==> config.mk <==
export PLATFORM = sky130hd
export DESIGN_NAME = vector_uop_sequencer
export DESIGN_NICKNAME = d
export VERILOG_FILES = /design/src/rtl/vector_uop_sequencer.sv
export SDC_FILE = /design/constraint.sdc
export NUM_CORES = 1
export LEC_CHECK = 0
export BUFFER_PORTS_ARGS = -buffer_cell sky130_fd_sc_hd__buf_2
export CAP_MARGIN = 20
export CELL_PAD_IN_SITES_DETAIL_PLACEMENT = 1
export CELL_PAD_IN_SITES_GLOBAL_PLACEMENT = 2
export CORE_MARGIN = 2
export CORE_UTILIZATION = 28
export CTS_CLUSTER_DIAMETER = 100
export CTS_CLUSTER_SIZE = 30
export DETAILED_ROUTE_END_ITERATION = 7
export GPL_ROUTABILITY_DRIVEN = 0
export PLACE_DENSITY = 0.8
export SLEW_MARGIN = 10
export SYNTH_ARGS = -nofsm -noshare
export SYNTH_HDL_FRONTEND = slang
export SYNTH_SLANG_ARGS = --single-unit
==> constraint.sdc <==
create_clock -name CLK -period 2.25 [get_ports CLK]
set_input_delay 0.3375 -clock CLK [delete_from_list [all_inputs] [get_ports CLK]]
set_output_delay 0.3375 -clock CLK [all_outputs]
set_load 0.02 [all_outputs]
==> src/rtl/vector_uop_sequencer.sv <==
// vector_uop_sequencer
//   Decode-side driver of the element counter. Takes one decoded vector
//   instruction at a time, programs the counter (vstart/vl/sew, clear,
//   de_en, stall, ex_return) and turns the counter's offset/uop_vl/done
//   stream into a valid/ready micro-op stream toward execute. A flushed
//   instruction stays saved and can be resumed from a new vstart on
//   trap return.
// Ports
//   CLK, nRST                  clock (rising edge), async active-low reset
//   instr_valid/ready          decoded instruction handshake
//   instr_word/vl/vstart/sew   instruction payload and CSR snapshot
//   ec_vstart/vl/sew           counter programming (from latched registers)
//   ec_clear/de_en/stall       counter control
//   ec_ex_return               counter trap-return pulse
//   ec_offset/uop_vl/
//   ec_shift_ena/done          counter status for the current uop
//   uop_valid/ready            micro-op handshake toward execute
//   uop_instr/offset/vl/
//   uop_shift/last             micro-op payload
//   ex_flush                   kill the in-flight instruction
//   ex_return/ex_vstart        resume the saved instruction from ex_vstart
//   busy                       sequencer is not idle
module vector_uop_sequencer #(
  parameter int OFFSET_W = 5,
  parameter int UVL_W    = 5
) (
  input  logic                CLK,
  input  logic                nRST,
  input  logic                instr_valid,
  output logic                instr_ready,
  input  logic [31:0]         instr_word,
  input  logic [31:0]         instr_vl,
  input  logic [31:0]         instr_vstart,
  input  logic [1:0]          instr_sew,
  output logic [31:0]         ec_vstart,
  output logic [31:0]         ec_vl,
  output logic [1:0]          ec_sew,
  output logic                ec_clear,
  output logic                ec_de_en,
  output logic                ec_stall,
  output logic                ec_ex_return,
  input  logic [OFFSET_W-1:0] ec_offset,
  input  logic [UVL_W-1:0]    ec_uop_vl,
  input  logic                ec_shift_ena,
  input  logic                ec_done,
  output logic                uop_valid,
  input  logic                uop_ready,
  output logic [31:0]         uop_instr,
  output logic [OFFSET_W-1:0] uop_offset,
  output logic [UVL_W-1:0]    uop_vl,
  output logic                uop_shift,
  output logic                uop_last,
  input  logic                ex_flush,
  input  logic                ex_return,
  input  logic [31:0]         ex_vstart,
  output logic                busy
);

  localparam logic [1:0] IDLE  = 2'd0;
  localparam logic [1:0] INIT  = 2'd1;
  localparam logic [1:0] ISSUE = 2'd2;

  logic [1:0]  state;
  logic [31:0] instr_q, vl_q, vstart_q;
  logic [1:0]  sew_q;
  logic        have_saved;
  logic        ret_q;

  logic idle, resume, accept, empty_instr, handshake;

  assign idle   = (state == IDLE);
  // A resume outranks a new instruction; a flush outranks both.
  assign resume      = idle & ex_return & have_saved & ~ex_flush;
  assign instr_ready = idle & ~ex_flush & ~(ex_return & have_saved);
  assign accept      = instr_valid & instr_ready;
  assign empty_instr = (instr_vl == 32'd0) | (instr_vstart >= instr_vl);

  assign uop_valid = (state == ISSUE) & ~ex_flush;
  assign handshake = uop_valid & uop_ready;

  assign ec_vstart    = vstart_q;
  assign ec_vl        = vl_q;
  assign ec_sew       = sew_q;
  assign ec_clear     = (state == INIT) | ex_flush;
  assign ec_de_en     = (state == ISSUE);
  // Holding the counter while execute back-pressures keeps uop_* stable.
  assign ec_stall     = uop_valid & ~uop_ready;
  // Registered so the pulse lines up with the freshly loaded ec_vstart.
  assign ec_ex_return = ret_q;

  assign uop_instr  = instr_q;
  assign uop_offset = ec_offset;
  assign uop_vl     = ec_uop_vl;
  assign uop_shift  = ec_shift_ena;
  assign uop_last   = ec_done;

  assign busy = ~idle;

  always_ff @(posedge CLK or negedge nRST) begin
    if (!nRST) begin
      state      <= IDLE;
      instr_q    <= '0;
      vl_q       <= '0;
      vstart_q   <= '0;
      sew_q      <= '0;
      have_saved <= 1'b0;
      ret_q      <= 1'b0;
    end else begin
      ret_q <= resume & (ex_vstart < vl_q);
      if (ex_flush) begin
        state <= IDLE;
      end else begin
        case (state)
          IDLE: begin
            if (resume) begin
              vstart_q <= ex_vstart;
              if (ex_vstart >= vl_q) have_saved <= 1'b0;
              else                   state      <= INIT;
            end else if (accept) begin
              instr_q    <= instr_word;
              vl_q       <= instr_vl;
              vstart_q   <= instr_vstart;
              sew_q      <= instr_sew;
              have_saved <= 1'b1;
              if (!empty_instr) state <= INIT;
            end
          end
          INIT: state <= ISSUE;
          ISSUE: begin
            if (handshake & ec_done) begin
              state      <= IDLE;
              have_saved <= 1'b0;
            end
          end
          default: state <= IDLE;
        endcase
      end
    end
  end

endmodule

==> metrics, run 1 <==
run status finished clean; Post-Synthesis Cells 586; Worst Path Class, Setup reg -> reg; Post-synth top cells dfrtp_1, nand2_1, o21ai_0, inv_1, ha_1; sequential share of power 34.8%; Synth area leaders dfrtp_1, ha_1, o21ai_0; Core Rows 52; core area 20400 um2; Clock Skews 0.0113 ns; crit path launch type flip-flop; clock network power share 16.7%; Remaining DRCs 0; critical path arrival 2.33 ns; critical path depth in cells 7; # diodes 0; Slew Limit Fails 0; Finish-stage setup viols 0; Int Power 0.00529 W; Clk Latency, worst-skew pair between 0.3 and 0.4 ns; TritonCTS clock tree built; slowest stage delay, CP 0.51 ns; gr ovfl total 0; Final HPWL DP 15000 um; FF-to-FF path depth 7; RSZ-0062 raised after global routing false; vias in the first global route 5218; Worst-Margin Slew between 0.5 and 0.6 ns; ys flop type dfrtp_1; power density cells 1230 nW/um2; total power 0.00941 W; Vias a little over 5000; flops & latches, synth ~100; Post-DRT Antenna Nets 0; Max Clk Rate about 480 MHz; CP Cell Sequence inv_1, ha_1, nand4_1, or2_2, or4_1, a21oi_1, nor3_1; most common cell in the synthesized netlist dfrtp_1; Synthesis Warnings 0; Synth Cell Area 5870 um2; Gate power share roughly 49%; endpoints failing hold 0; crit path max-delay cell type or4_1; Distinct cells, synth 49; gr usage total 16.7%; sw frac 43.8%; WL/cell 17.0 um; Post-synth EDFFs 0; 1st-iter DRT viols between 100 and 150; initial antenna violation count 0; Seq/Total Area, Yosys 43.5%; Placed Area 7360 um2; vias per inst between 4 and 5; CP endpoint kind flip-flop; Slew Limit Headroom 60.7%; Port Buf Inserts 242; root buffer cell clkbuf_16; htree depth 3; NetSw ~0.0041 W; drt pass-1 iters 4; share of the synthesized area in the top cell type 43.5%; CTS Buf Count 9; Initial Utilization 28.7%; P_leak 4.15 nW; Post-Syn Area per Cell 10.0 um2; io pins 265; worst-path maximum fanout 4; largest net degree at the start of global routing roughly 100; CP Buf/Inv Count 1; die width ~150 um; DRT Wirelength around 19000 um; Area Overhead vs Synth 30.3%; Setup Buffers After CTS 0; CTS Sinks about 100; fin area about 7700 um2; Die ar. roughly 22000 um2; layout cells sized above 1 38.0%; die height 149 um; fraction of registers with async set/reset 100%; first-pass GRT wire length 28700 um; max_cap viols 0; # nets final 1028; Fin Hold WS ~0.055 ns; cell family with most CP delay simple AND/OR/NAND/NOR gates; cell taking the most area after synthesis dfrtp_1; min cycle time layout 2.09 ns; peak supply drop ~0.53 mV; min-delay worst type in -> async; CTS clk-pin slew, worst paths ~0.08 ns; Worst Path Required 2.48 ns; Synth Net Count 798; Final Cycle Share 93.0%; CTS max path bufs 2
[per-layer routing]
metal	track usage (%)	share of wire [%]	wire [um]	vias up
li1	-	-	-	2487
met1	22.4	46	8600	2428
met2	27.3	46	8590	157
met3	3.00	5.8	1070	20
met4	5.38	1.5	272	0
met5	0	0	0	-
[registers in the layout (all words and copies together) (netlist names)]
| signal | count |
|---|---|
| have_saved | 1 |
| ec_ex_return | 1 |
| ec_vl | 32 |
| uop_instr | 32 |
| ec_vstart | 32 |
| ec_sew | 2 |
| state | 2 |
[area by class of cell]
class                           instances  area, um2
Fill cell                            2427      12800
Clock buffer                            9        225
Tap cell                              270        338
Inverter                               65        244
Sequential cell                       102       2550
Multi-Input combinational cell        386       2880
Clock inverter                          7       61.3
Timing Repair Buffer                  252       1350
[final timing paths]
kind                                             from                        end  slack, ns
worst max-delay path            ec_vl[31]$_DFFE_PN0P_       state[0]$_DFFE_PN0P_       0.16
worst min-delay path                             nRST       ec_vl[6]$_DFFE_PN0P_       0.06
worst max register to register  ec_vl[31]$_DFFE_PN0P_       state[0]$_DFFE_PN0P_       0.16
worst min register to register  ec_vl[16]$_DFFE_PN0P_      ec_vl[16]$_DFFE_PN0P_       0.50
max in group asynchronous                        nRST  ec_vstart[14]$_DFFE_PN0P_       1.75
min in group CLK                       instr_word[31]  uop_instr[31]$_DFFE_PN0P_       0.21
[logic make-up (layout without fill, tap and decap cells)]
group | Yosys count | after routing | share of synthesized area [%]
compound gates | 122 | 122 | 12.0
buf+inv | 98 | 333 | 7.75
flops | 102 | 102 | 43.5
fa+ha+maj | 64 | 64 | 13.6
mux | 66 | 66 | 12.3
simple gates | 134 | 134 | 10.8
[stage by stage]
step	utilization [%]	TNS, ns	setup slack (ns)	std cells
global route	37.5	0	0.00711	1091
CTS	37.4	0	0.0456	1091
finish	37.5	0	0.158	1091
detailed placement	36.0	-0.0933	-0.0933	1075
global placement	36.0	-0.0644	-0.0644	1075
floorplan	-	0	0.205	586
[cells in the final DEF, fill, tap and decap left out, drive strengths merged, types with 13 or more instances in the layout]
master  instances
dfrtp         102
mux2i          31
buf           252
inv            69
o21ai          69
ha             64
nand4          13
a21oi          23
mux2           35
nand2          72
[timing repair]
item                       in CTS  in global routing
setup endpoints to repair       0                  3
hold buffers                    0                  0
gates resized for setup         0                  2
[power groups by stage]
stage	Sequential, W	Clock, W	Combinational [W]
after floorplan	0.00437	0	0.00180
after global placement	0.00327	0	0.00457
after detailed placement	0.00332	0	0.00464
after CTS	0.00329	0.00165	0.00466
after global routing	0.00340	0.00170	0.00506
final	0.00327	0.00157	0.00457
No activity file was read; power rests on OpenSTA's default activity.
==> run 2: changes to the inputs <==
--- a/config.mk
+++ b/config.mk
@@ -9,6 +9,7 @@
 export CAP_MARGIN = 20
 export CELL_PAD_IN_SITES_DETAIL_PLACEMENT = 1
 export CELL_PAD_IN_SITES_GLOBAL_PLACEMENT = 2
+export CORE_ASPECT_RATIO = 1.4
 export CORE_MARGIN = 2
 export CORE_UTILIZATION = 28
 export CTS_CLUSTER_DIAMETER = 100
==> run 2 against run 1 <==
  * Design area fell by 0.56%
  * Utilization fell by 0.44 points
  * Clock power rose by 5%
  * Global-route usage rose by 0.50 points
  * Die area barely moved
  * Sequential share of layout area rose by 0.19 points
  * First-iteration DRC count rose by 54%
  * Power rose by 0.39%
  * Sequential power barely moved
  * Highest routed layer unchanged
==> metrics, run 2 (same netlist as run 1, synthesis figures left out) <==
WL/cell 17.4 um; Final Cycle Share 94.4%; io pins 265; die height 175 um; total power approximately 0.0094 W; Fin Hold WS 0.195 ns; CP Cell Sequence inv_1, ha_1, nand4_1, or2_2, or4_1, a21oi_1, nor3_1; Final HPWL DP between 15000 and 20000 um; largest net degree at the start of global routing 92; GRT Max-Usage Layer met2; met3 Use GR 2.68%; power density cells 1240 nW/um2; crit path launch type flip-flop; commonest non-fill, non-tap cell in the layout buf_2; Worst-Margin Slew 0.526 ns; Final Core Density a little under two fifths; FF-to-FF path depth 7; worst-path maximum fanout 4; Worst Path Class, Setup reg -> reg; Worst R2R End state[0]$_DFFE_PN0P_; die width about 130 um; commonest non-fill, non-tap cells in the layout buf_2, dfrtp_1, nand2_1, o21ai_0, inv_1; CTS max path bufs 2; Initial Utilization 28.6%; root buffer cell clkbuf_16; Setup crit end state[0]$_DFFE_PN0P_; vias in the first global route between 5000 and 6000; CP startpoint ec_vl[29]$_DFFE_PN0P_; Finish-stage setup viols 0; initial antenna violation count 1; crit path max-delay cell type or4_1; CTS clk-pin slew, worst paths 0.09 ns; slowest stage delay, CP between 0.5 and 0.6 ns; DRT Wirelength 18800 um; min cycle time layout around 2.1 ns; met2 Usage GRT between 30% and 40%; Port Buf Inserts between 200 and 250; Area Overhead vs Synth 29.6%; Remaining DRCs 0; Max Clk Rate 471 MHz; Placed Area ~7300 um2; run status finished clean; Worst Path Required approximately 2.5 ns; CP endpoint kind flip-flop; met1 usage 19.4%; Slew Limit Fails 0; gr usage total 17.2%; vias per inst 4.73; P_leak about 4.1 nW; post-place setup slack -0.133 ns; Clk Latency, worst-skew pair around 0.36 ns; first-pass GRT wire length 29700 um; Slew Limit Headroom between 60% and 70%; htree depth 3; Core Rows 62; endpoints failing hold 0; Clock Skews approximately 0.0067 ns; max_cap viols 0; Post-DRT Antenna Nets 0; # nets final about 1000; CTS Buf Count 9; Vias approximately 5100; layout cells sized above 1 a little under two fifths; final worst setup slack 0.125 ns; gr ovfl total 0; TritonCTS clock tree built; RSZ-0062 raised after global routing true; 1st-iter DRT viols 166; peak supply drop about 0.35 mV; Die ar. 22200 um2; reg2reg start ec_vl[29]$_DFFE_PN0P_; R2R setup slack 0.13 ns; min-delay worst type in -> reg; core area about 20000 um2; fill count roughly 2400; critical path arrival roughly 2.4 ns; area of the multi-input gates 2870 um2; register area between 2000 and 3000 um2; fin area approximately 7600 um2; drt pass-1 iters 4; CTS Sinks around 100
run 2: cell types whose count changed in the layout (fill, tap and decap cells not counted), sizes merged:
cell,change
buf,-2
clkinvlp,-1
diode,+1
dlygate4sd3,+1
inv,+1
run 2: where the power goes:
group	leakage (nW)	internal (W)	switching, W
registers	1.24	0.00273	0.000543
clock network	0.148	0.000793	0.000853
logic	2.75	0.00176	0.00277
total	4.14	0.00528	0.00416
run 2: critical path, delay by kind of cell (launching register included):
| kind | cells | cell delay (ns) |
|---|---|---|
| AOI/OAI and AO/OA | 1 | 0.18 |
| adders and majority gates | 1 | 0.29 |
| buffers and inverters | 1 | 0.06 |
| and+or+nand+nor | 4 | 1.09 |
| DFF | 1 | 0.39 |
run 2: metrics by stage:
| stage | std cells | setup TNS, ns |
|---|---|---|
| after floorplan | 586 | 0 |
| after global placement | 1058 | 0 |
| after detailed placement | 1058 | -0.133 |
| after CTS | 1075 | 0 |
| after global routing | 1077 | -0.0328 |
| final | 1077 | 0 |
run 2: timing repair:
| item | in CTS | in global routing |
|---|---|---|
| endpoints found under the hold margin | 35 | 0 |
| buffers inserted | 0 | 1 |
| endpoints found under the setup margin | 0 | 3 |
| hold buffers | 1 | 0 |
| resized for setup | 0 | 0 |
run 2: metal layers:
layer,part of all wire [%],vias to the layer above
met1,39,2447
met2,54,133
met3,4.2,23
met5,0,-
met4,2.2,0
li1,-,2496
run 2: how the worst min path moves through the flow:
stage / slack (ns) / depth (start not counted) / to / from
after floorplan: 0.04 / 0 / ec_ex_return$_DFF_PN0_ / nRST
after global placement: 0.36 / 1 / ec_vstart[24]$_DFFE_PN0P_ / nRST
after detailed placement: 0.35 / 1 / ec_vl[25]$_DFFE_PN0P_ / nRST
after CTS: 0.18 / 2 / uop_instr[2]$_DFFE_PN0P_ / instr_word[2]
after global routing: 0.19 / 2 / uop_instr[2]$_DFFE_PN0P_ / instr_word[2]
final: 0.20 / 2 / uop_instr[2]$_DFFE_PN0P_ / instr_word[2]
run 2: cell type report:
type	count	share of cell area, %
antenna	1	0.0329
clock buffer	9	2.96
timing repair buffer	251	17.4
multi-input combinational	386	37.7
sequential	102	33.5
clock inverter	7	0.970
tap	256	4.21
inverter	65	3.21
